## src/rtl/instr_fetch_unit.sv

```systemverilog
// Fetch sequencer between the program counter and decode.
// Reads one instruction word per memory req/ack transaction into a single-entry
// buffer, owns PC advance (pc_inc) and branch redirect (pc_load), and flags a
// sticky error when memory fails to answer within TIMEOUT_CYCLES.
module instr_fetch_unit #(
  parameter int DATA_WIDTH     = 16,
  parameter int ADDR_WIDTH     = 16,
  parameter int TIMEOUT_CYCLES = 255
) (
  input  logic                  clk,
  input  logic                  reset_n,
  input  logic                  enable,
  input  logic [ADDR_WIDTH-1:0] pc_in,
  output logic                  pc_inc,
  output logic                  pc_load,
  output logic [ADDR_WIDTH-1:0] pc_load_value,
  input  logic                  redirect_valid,
  input  logic [ADDR_WIDTH-1:0] redirect_addr,
  output logic                  mem_req,
  output logic [ADDR_WIDTH-1:0] mem_addr,
  input  logic                  mem_ack,
  input  logic [DATA_WIDTH-1:0] mem_rdata,
  output logic [DATA_WIDTH-1:0] instr,
  output logic [ADDR_WIDTH-1:0] instr_pc,
  output logic                  instr_valid,
  input  logic                  instr_ready,
  output logic                  fetch_error
);

  localparam int CNT_W = $clog2(TIMEOUT_CYCLES + 1);
  // The count holds completed no-ack cycles, so the last allowed value is one
  // below the limit: hitting it without an ack ends the transaction.
  localparam logic [CNT_W-1:0] CNT_LAST = CNT_W'(TIMEOUT_CYCLES - 1);

  typedef enum logic [2:0] {
    IDLE  = 3'd0,
    ISSUE = 3'd1,
    REQ   = 3'd2,
    HOLD  = 3'd3,
    DRAIN = 3'd4
  } state_t;

  state_t                  state_q, state_d;
  logic                    mem_req_q, mem_req_d;
  logic [ADDR_WIDTH-1:0]   addr_q, addr_d;
  logic [DATA_WIDTH-1:0]   instr_q, instr_d;
  logic [ADDR_WIDTH-1:0]   instr_pc_q, instr_pc_d;
  logic                    instr_valid_q, instr_valid_d;
  logic                    fetch_error_q, fetch_error_d;
  logic [CNT_W-1:0]        cnt_q, cnt_d;
  logic                    pc_inc_c;
  logic                    timeout_c;

  // Next-state, buffer update and Mealy PC controls.
  always_comb begin
    state_d       = state_q;
    addr_d        = addr_q;
    instr_d       = instr_q;
    instr_pc_d    = instr_pc_q;
    instr_valid_d = instr_valid_q;
    fetch_error_d = fetch_error_q;
    cnt_d         = cnt_q;
    pc_inc_c      = 1'b0;
    timeout_c     = 1'b0;

    case (state_q)
      IDLE: begin
        // A redirect here only reloads the PC; fetching resumes next cycle.
        if (!redirect_valid && enable && !fetch_error_q) begin
          state_d = ISSUE;
        end
      end

      ISSUE: begin
        // pc_in already reflects any increment/load from the previous edge.
        addr_d  = pc_in;
        cnt_d   = '0;
        state_d = redirect_valid ? ISSUE : REQ;
      end

      REQ: begin
        if (mem_ack) begin
          if (redirect_valid) begin
            // Word belongs to the abandoned path: drop it, refetch at target.
            state_d = ISSUE;
          end else begin
            instr_d       = mem_rdata;
            instr_pc_d    = addr_q;
            instr_valid_d = 1'b1;
            pc_inc_c      = 1'b1;
            state_d       = HOLD;
          end
        end else if (cnt_q == CNT_LAST) begin
          timeout_c = 1'b1;
        end else if (redirect_valid) begin
          // Request must stay up until memory answers; wait it out in DRAIN.
          cnt_d   = '0;
          state_d = DRAIN;
        end else begin
          cnt_d = cnt_q + CNT_W'(1);
        end
      end

      DRAIN: begin
        if (mem_ack) begin
          state_d = ISSUE;
        end else if (cnt_q == CNT_LAST) begin
          timeout_c = 1'b1;
        end else begin
          cnt_d = cnt_q + CNT_W'(1);
        end
      end

      HOLD: begin
        if (redirect_valid) begin
          state_d = ISSUE;
        end else if (instr_ready) begin
          instr_valid_d = 1'b0;
          state_d       = enable ? ISSUE : IDLE;
        end
      end

      default: begin
        state_d = IDLE;
      end
    endcase

    if (timeout_c) begin
      fetch_error_d = 1'b1;
      state_d       = IDLE;
    end

    // Any redirect invalidates whatever sits in the buffer.
    if (redirect_valid) begin
      instr_valid_d = 1'b0;
    end
  end

  // Request is registered: high exactly while in REQ or DRAIN.
  assign mem_req_d = (state_d == REQ) || (state_d == DRAIN);

  // State and datapath registers; async reset drops mem_req immediately.
  always_ff @(posedge clk or negedge reset_n) begin
    if (!reset_n) begin
      state_q       <= IDLE;
      mem_req_q     <= 1'b0;
      addr_q        <= '0;
      instr_q       <= '0;
      instr_pc_q    <= '0;
      instr_valid_q <= 1'b0;
      fetch_error_q <= 1'b0;
      cnt_q         <= '0;
    end else begin
      state_q       <= state_d;
      mem_req_q     <= mem_req_d;
      addr_q        <= addr_d;
      instr_q       <= instr_d;
      instr_pc_q    <= instr_pc_d;
      instr_valid_q <= instr_valid_d;
      fetch_error_q <= fetch_error_d;
      cnt_q         <= cnt_d;
    end
  end

  assign pc_inc        = pc_inc_c & reset_n;
  assign pc_load       = redirect_valid & reset_n;
  assign pc_load_value = redirect_addr;
  assign mem_req       = mem_req_q;
  assign mem_addr      = addr_q;
  assign instr         = instr_q;
  assign instr_pc      = instr_pc_q;
  assign instr_valid   = instr_valid_q;
  assign fetch_error   = fetch_error_q;

endmodule

```

## config.mk

```make
export PLATFORM = sky130hd
export DESIGN_NAME = instr_fetch_unit
export DESIGN_NICKNAME = d
export VERILOG_FILES = /design/src/rtl/instr_fetch_unit.sv
export SDC_FILE = /design/constraint.sdc
export NUM_CORES = 1
export LEC_CHECK = 0
export ABC_CLOCK_PERIOD_IN_PS = 3100
export CORE_MARGIN = 3
export CORE_UTILIZATION = 45
export DETAILED_ROUTE_END_ITERATION = 8
export PLACE_DENSITY = 0.89
export SYNTH_ARGS = -nofsm -noshare
export SYNTH_HDL_FRONTEND = slang
export SYNTH_SLANG_ARGS = --single-unit
```

## constraint.sdc

```tcl
create_clock -name clk -period 3.1 [get_ports clk]
set_input_delay 0.465 -clock clk [delete_from_list [all_inputs] [get_ports clk]]
set_output_delay 0.465 -clock clk [all_outputs]
set_load 0.1 [all_outputs]
```

Word-level counts from Yosys, hierarchy flattened
Cells that the tools add are included.

Equal/unequal tests: 13. Muxes and demuxes: 28. Bitwise logic cells: 3. Reductions and logical operators: 12. Add/sub/neg operators: 1.

Operator list (number): 8-bit 2-to-1 mux (5); 3-bit 2-to-1 mux (8); 8-bit one-hot mux with 3 select lines (1); 3-bit one-hot mux with 5 select lines (1); 1-bit 2-to-1 mux (10); 3-bit by 2-bit equality test with 1-bit output, second input constant (3); 8-bit by 1-bit adder with 8-bit output, second input constant (1); 8-bit equality test, second input constant (1); 2-bit inequality test, second input constant (4); 3-bit equality test, second input constant (2); 3-bit inequality test, second input constant (2); 3-bit AND reduction (2); 3-bit nonzero test (2); 5-bit AND reduction (1); 2-bit 2-to-1 mux (2); 3-bit by 1-bit equality test with 1-bit output, second input constant (1); 3-bit logical NOT (1); 1-bit AND (2); 1-bit logical AND (2); 1-bit logical NOT (2); 1-bit one-hot mux with 2 select lines (1); 2-bit OR reduction (1); 1-bit logical OR (1); 1-bit NOT (1).

Register bits after elaboration: 62. Output and inout port bits: 69. Input port bits: 54. Word-level logic and storage cells: 65.

Longest topological paths before layout
Depth in word-level cells: 8. Mapped depth: 8. Mapped depth without buffers: 7.

Worst setup path before layout
OpenSTA, ideal clock, no wires.

Path type: input-to-output. Start point: input port redirect_valid. End point: output port pc_inc. Cell stages on the path: 5. Slack: 279 ps. Buffers on the path: 2. Arrival: 2356 ps. Required time: 2635 ps. Cells stage by stage: clkbuf_1 -> nor2_1 -> nand3_2 -> buf_2 -> nor2_1.

Longest elaborated chain between the ends: 4.

Ends and longest elaborated chain: start: declaration (line 17) `input logic redirect_valid,`; 1-bit 2-to-1 mux (line 83) `if (redirect_valid) begin`; 1-bit 2-to-1 mux (line 82) `if (mem_ack) begin`; 1-bit 2-to-1 mux (line 66) `case (state_q)`; 1-bit AND (line 165) `assign pc_inc = pc_inc_c & reset_n;`; end: declaration (line 14) `output logic pc_inc,`.

Every way passes these cells.

Final worst setup path
Start point: register state_q[1]. End point: output port pc_inc.

Longest elaborated chain between the ends: 3.

Ends and longest elaborated chain: start: declaration (line 43) `state_t state_q, state_d;`; start signal: assignment (line 154) `state_q <= state_d;`; 3-bit by 2-bit equality test with 1-bit output (line 66); 1-bit 2-to-1 mux (line 66); 1-bit AND (line 165).

Every way passes these cells.

==> flow_summary.toml <==
[floorplan]
die_extent_in_y_um = 84.7
initial_utilization = 0.467
num_rows = 28
die_x_um = 84.7
dieArea_um2 = 7170
boundaryPins = 123
placeableCoreArea_um2 = 5960

[sta]
final.setup.tns_ns = 0
finalHoldViolations = 0
worst_slew_pin_slew_ns = 0.690
worst_skew_ns = 0.0101
rsz0062_at_grt = "no"
final-setup-viol-count = 0
final_period_minus_worst_setup_slack_ns = 2.16
setup_slack_ns = 0.943
relSlewSlack = 0.540
layout_worst_path_cycle_share = 0.696
fmaxAchievable_mhz = 464
report.final.slew_viol_count = 0

[yosys]
asyncSetResetFlopFracSynth = 1.00
yosysSeqAreaShare = 0.557
syn_avg_cell_area_um2 = 13.3
yosys_most_used_dff = "sky130_fd_sc_hd__dfrtp_1"
syn_nets = 266
synth_enable_flop_cells = 0
synth.distinct_cells = 41
post_synthesis_cell_count = 210
yosysWarningCount = 0
ys_ff_latch = 62
syn_area_um2 = 2780

[clock_network]
worst_skew_late_latency_ns = 0.34
clock_path_buffers = 2
clkSlewWorstSetupHoldPaths_ns = 0.06
clock-root-buffer = "sky130_fd_sc_hd__clkbuf_8"
cts_tree = "yes"
ctsHtreeMaxLevel = 3
clock_sinks = 62
inserted_clock_buffers = 9

[min_path]
hp-start = "instr[3]"
min_to = "instr[3]"
holdPathStages = 1
min-delay-path-class = "flip-flop to flip-flop"

[routing]
viasPerCell = 5.04
wl_per_cell_um = 15.4
postRouteWirelength_um = 5680
detail-route-antenna-nets = 0
drt_iter0_drc = 142
detailroute.via_count = 1861
route.detailed.drc = 0
drtPass1Iterations = 4

[placement]
detailedPlacementHpwl_um = 4000
gp_routability_congestion = 0.860
port-buffer-count = 90
pre_cts_ws_ns = 0.902

[critical_path]
worst-r2r-cell-count = 5
path_delay_family = "simple AND/OR/NAND/NOR gates"
timing.reg2reg.setup_slack_ns = 1.34
critical-path-slowest-cell = "sky130_fd_sc_hd__dfrtp_1"
rr_endpoint = "cnt_q[3]"
timing.rr.start = "state_q[2]"
critPathMaxStageDelay_ns = 0.57
worst_ep_required_time_ns = 2.63
critPathMaxFanout = 9
path_class = "flip-flop to primary output"
worstSetupEndpointType = "primary output"
critical_path_arrival_ns = 1.69
critical_path.startpoint_type = "flip-flop"
crit_path_buf_inv_count = 1
cp_cell_sequence = "nor2b_4 -> nand3_2 -> nor2_1 -> buf_12"

[grt]
grt_first_pass_wirelength_um = 9390
vias_in_the_first_global_route = 1929
track_usage = 0.168
antenna_found_initial = 0
grt.overflow.total = 0
grt_start_max_net_pins = 58

[layout]
antennaDiodeCount = 0
layout-area-overhead-vs-synth_pct = 33.2
drive_gt1_frac = 0.350
num-nets-final = 346

[job]
cap_viol_max_count = 0

[outcome]
outcome = "completed"
-- synth_stat cells (2+ instances only) --
cell                      count  share of area
sky130_fd_sc_hd__dfrtp_1     62           0.56
sky130_fd_sc_hd__mux2_1      29           0.12
sky130_fd_sc_hd__mux2_2      19          0.077
sky130_fd_sc_hd__buf_4       17          0.046
sky130_fd_sc_hd__nor2_1      11          0.015
sky130_fd_sc_hd__o21ai_1     10          0.018
sky130_fd_sc_hd__nand2_1      8          0.011
sky130_fd_sc_hd__a21oi_1      4         0.0072
sky130_fd_sc_hd__buf_2        4         0.0072
sky130_fd_sc_hd__buf_6        3          0.012
sky130_fd_sc_hd__inv_1        3         0.0040
sky130_fd_sc_hd__nand3_1      3         0.0054
sky130_fd_sc_hd__a21o_1       2         0.0054
sky130_fd_sc_hd__a31oi_1      2         0.0045
sky130_fd_sc_hd__and3_1       2         0.0045
sky130_fd_sc_hd__ha_1         2         0.0090
sky130_fd_sc_hd__nor2b_4      2         0.0099
sky130_fd_sc_hd__o21a_1       2         0.0054
sky130_fd_sc_hd__o21ba_1      2         0.0072
sky130_fd_sc_hd__o31ai_2      2         0.0090
-- worst max-delay path by stage --
stage,from,endpoint,slack [ns],cells past startpoint
finish,state_q[1],pc_inc,0.94,4
global route,state_q[1],pc_inc,0.83,4
CTS,state_q[1],pc_inc,0.93,4
detailed placement,redirect_valid,instr_pc[13],0.90,5
global placement,redirect_valid,instr[12],0.96,5
floorplan,redirect_valid,pc_inc,0.28,5
-- cell usage in the layout (no fill, tap or decap), types with 2 or more instances in the layout --
cell type                         netlist  routed
sky130_fd_sc_hd__nor2b_4                2       2
sky130_fd_sc_hd__o21a_1                 2       2
sky130_fd_sc_hd__mux2_2                19      19
sky130_fd_sc_hd__clkbuf_8               0      12
sky130_fd_sc_hd__o21ba_1                2       2
sky130_fd_sc_hd__and3_1                 2       2
sky130_fd_sc_hd__o31ai_2                2       2
sky130_fd_sc_hd__a31oi_1                2       2
sky130_fd_sc_hd__nor2_1                11      11
sky130_fd_sc_hd__nand2_1                8       8
sky130_fd_sc_hd__o21ai_1               10      10
sky130_fd_sc_hd__a21oi_1                4       4
sky130_fd_sc_hd__inv_1                  3       3
sky130_fd_sc_hd__a21o_1                 2       2
sky130_fd_sc_hd__buf_4                 17      55
sky130_fd_sc_hd__clkdlybuf4s50_1        0      36
sky130_fd_sc_hd__mux2_1                29      29
sky130_fd_sc_hd__nand3_1                3       3
sky130_fd_sc_hd__dfrtp_1               62      62
sky130_fd_sc_hd__ha_1                   2       2
-- registers in the layout, indices dropped and copies added (netlist names) --
register	flops
instr	16
mem_req	1
cnt_q	8
state_q	3
fetch_error	1
mem_addr	16
instr_valid	1
instr_pc	16
-- worst reg2reg max path: stages, from the launching register on --
cell                      delay [ns]
sky130_fd_sc_hd__dfrtp_1        0.53
sky130_fd_sc_hd__nor3b_4        0.24
sky130_fd_sc_hd__buf_4          0.29
sky130_fd_sc_hd__o21ba_1        0.31
sky130_fd_sc_hd__o21ai_1        0.20
sky130_fd_sc_hd__o31ai_2        0.08
-- metal layers --
metal  GRT usage  routed length, um
met5           0                  0
met4      0.0906                119
met3      0.0471                418
met2       0.263               2670
met1       0.212               2480
-- cell type report --
type / instances / area, um2
Clock inverter: 3 / 42.5
Clock buffer: 12 / 165
Timing Repair Buffer: 94 / 808
Fill cell: 475 / 2250
Inverter: 3 / 11.3
Sequential cell: 62 / 1550
Tap cell: 75 / 93.8
Multi-Input combinational cell: 120 / 1040
-- kinds of logic (layout without fill, tap and decap cells) --
logic type	count (synthesis)	in the layout	share of synthesized area
compound gates	30	30	0.0768
fa+ha+maj	2	2	0.00899
buf+inv	28	112	0.0706
flops	62	62	0.557
mux	49	49	0.198
simple gates	39	39	0.0885
-- stage by stage --
step	util	cells	hold slack [ns]	instance area (um2)
floorplan	-	210	0.169	2780
global placement	0.586	353	0.322	3490
detailed placement	0.586	353	0.324	3490
CTS	0.623	369	0.495	3710
global route	0.623	369	0.504	3710
finish	0.623	369	0.493	3710
-- repair_timing --
item | 4_1_cts | 5_1_grt
setup buffers | 0 | 0
gates resized for setup | 0 | 0
hold endpoints to repair | 5 | 0
hold buffers | 1 | 0
Power is not shown: default switching activity piles up to over one toggle a cycle in this logic, so the estimate is an artifact.
==> RTL edit, RTL diff (config.mk and constraints unchanged) <==
`addr_q`, `instr_q` and `instr_pc_q` no longer have a reset.
--- a/src/rtl/instr_fetch_unit.sv
+++ b/src/rtl/instr_fetch_unit.sv
@@ -144,22 +144,22 @@
     if (!reset_n) begin
       state_q       <= IDLE;
       mem_req_q     <= 1'b0;
-      addr_q        <= '0;
-      instr_q       <= '0;
-      instr_pc_q    <= '0;
       instr_valid_q <= 1'b0;
       fetch_error_q <= 1'b0;
       cnt_q         <= '0;
     end else begin
       state_q       <= state_d;
       mem_req_q     <= mem_req_d;
-      addr_q        <= addr_d;
-      instr_q       <= instr_d;
-      instr_pc_q    <= instr_pc_d;
       instr_valid_q <= instr_valid_d;
       fetch_error_q <= fetch_error_d;
       cnt_q         <= cnt_d;
     end
+  end
+
+  always_ff @(posedge clk) begin
+    addr_q     <= addr_d;
+    instr_q    <= instr_d;
+    instr_pc_q <= instr_pc_d;
   end
 
   assign pc_inc        = pc_inc_c & reset_n;
Function: differs if reset_n is asserted again (counterexample within 4 cycles, from zero or initial values and one cycle with reset_n low); with reset_n held inactive, the same outputs for 10 cycles.
==> RTL edit against the unedited design <==
- sequential cell count stayed put
- wire length fell by 8.8%
- cell count is 14% lower
- synthesized area decreased by 13%
- design area down 8.5%
- fmax is 5.3% lower
- register-to-register slack worse by 0.07 ns
- largest cell class unchanged
- via count down 16%
- worst setup slack got worse by 0.12 ns
- non-clock buffer count is 1 lower
==> RTL edit: results <==
[sta]
whs_ns = 0.403
max_freq_mhz = 439
clock_skew_ns = 0.00447

[setup_path]
worstReg2RegEnd = instr_pc[8]
worstPathArrival_ns = 1.81
rr_worst_depth = 4

[place]
dpl-instance-area_um2 = 3190
dp_hpwl_mm = 3.88
pre_cts_ws_ns = 0.954
place_congestion = 0.773

[finish]
seq-cell-share_pct = 52.8
synthToLayoutAreaGrowth_pct = 40.0
nNetsFinal = 300
clk_share_pct = 5.94
multi_input_cells = 76

[run_status]
status = completed

[logic_synthesis]
synthMuxAreaShare_pct = 0.413
synth.area.top_cells = edfxtp_1 59%, dfrtp_1 14%, buf_4 5.0%
yosysUniqueCellTypes = 36
synth_edf_count = 48
synth_fp_nets = 215
syn_inst = 159

[hold_path]
worst_hold_path_type = in2async

[grt]
grt_max_degree = 33
grt.total_usage_pct = 16.8

[clock_network]
clk_latency_ns = 0.32

[detailed_routing]
drt_iter0_drc = 76

[floorplanning]
die_area_um2 = 6300
RTL edit: changes by cell type after synthesis, sizes merged, moves of 2 or more:
cell | unedited run | this run
nand4 | 0 | 2
mux2 | 48 | 0
dfrtp | 62 | 14
edfxtp | 0 | 48
nand2 | 8 | 11
buf | 24 | 18
nand2b | 1 | 3
nor2 | 11 | 14
and3 | 2 | 0
RTL edit: metal layers:
layer	track usage, %	up-vias	share of wire (%)
li1	-	739	-
met1	18.4	744	38
met2	28.7	71	50
met3	6.66	11	10
met4	7.22	0	1.7
met5	0	-	0
RTL edit: report_power, final:
group | total, W | switching (W) | internal, W | leakage (nW)
clock | 0.000714 | 0.000274 | 0.000439 | 0.104
sequential | 0.00113 | 0.0000802 | 0.00105 | 0.631
combinational | 0.00109 | 0.000852 | 0.000235 | 0.597
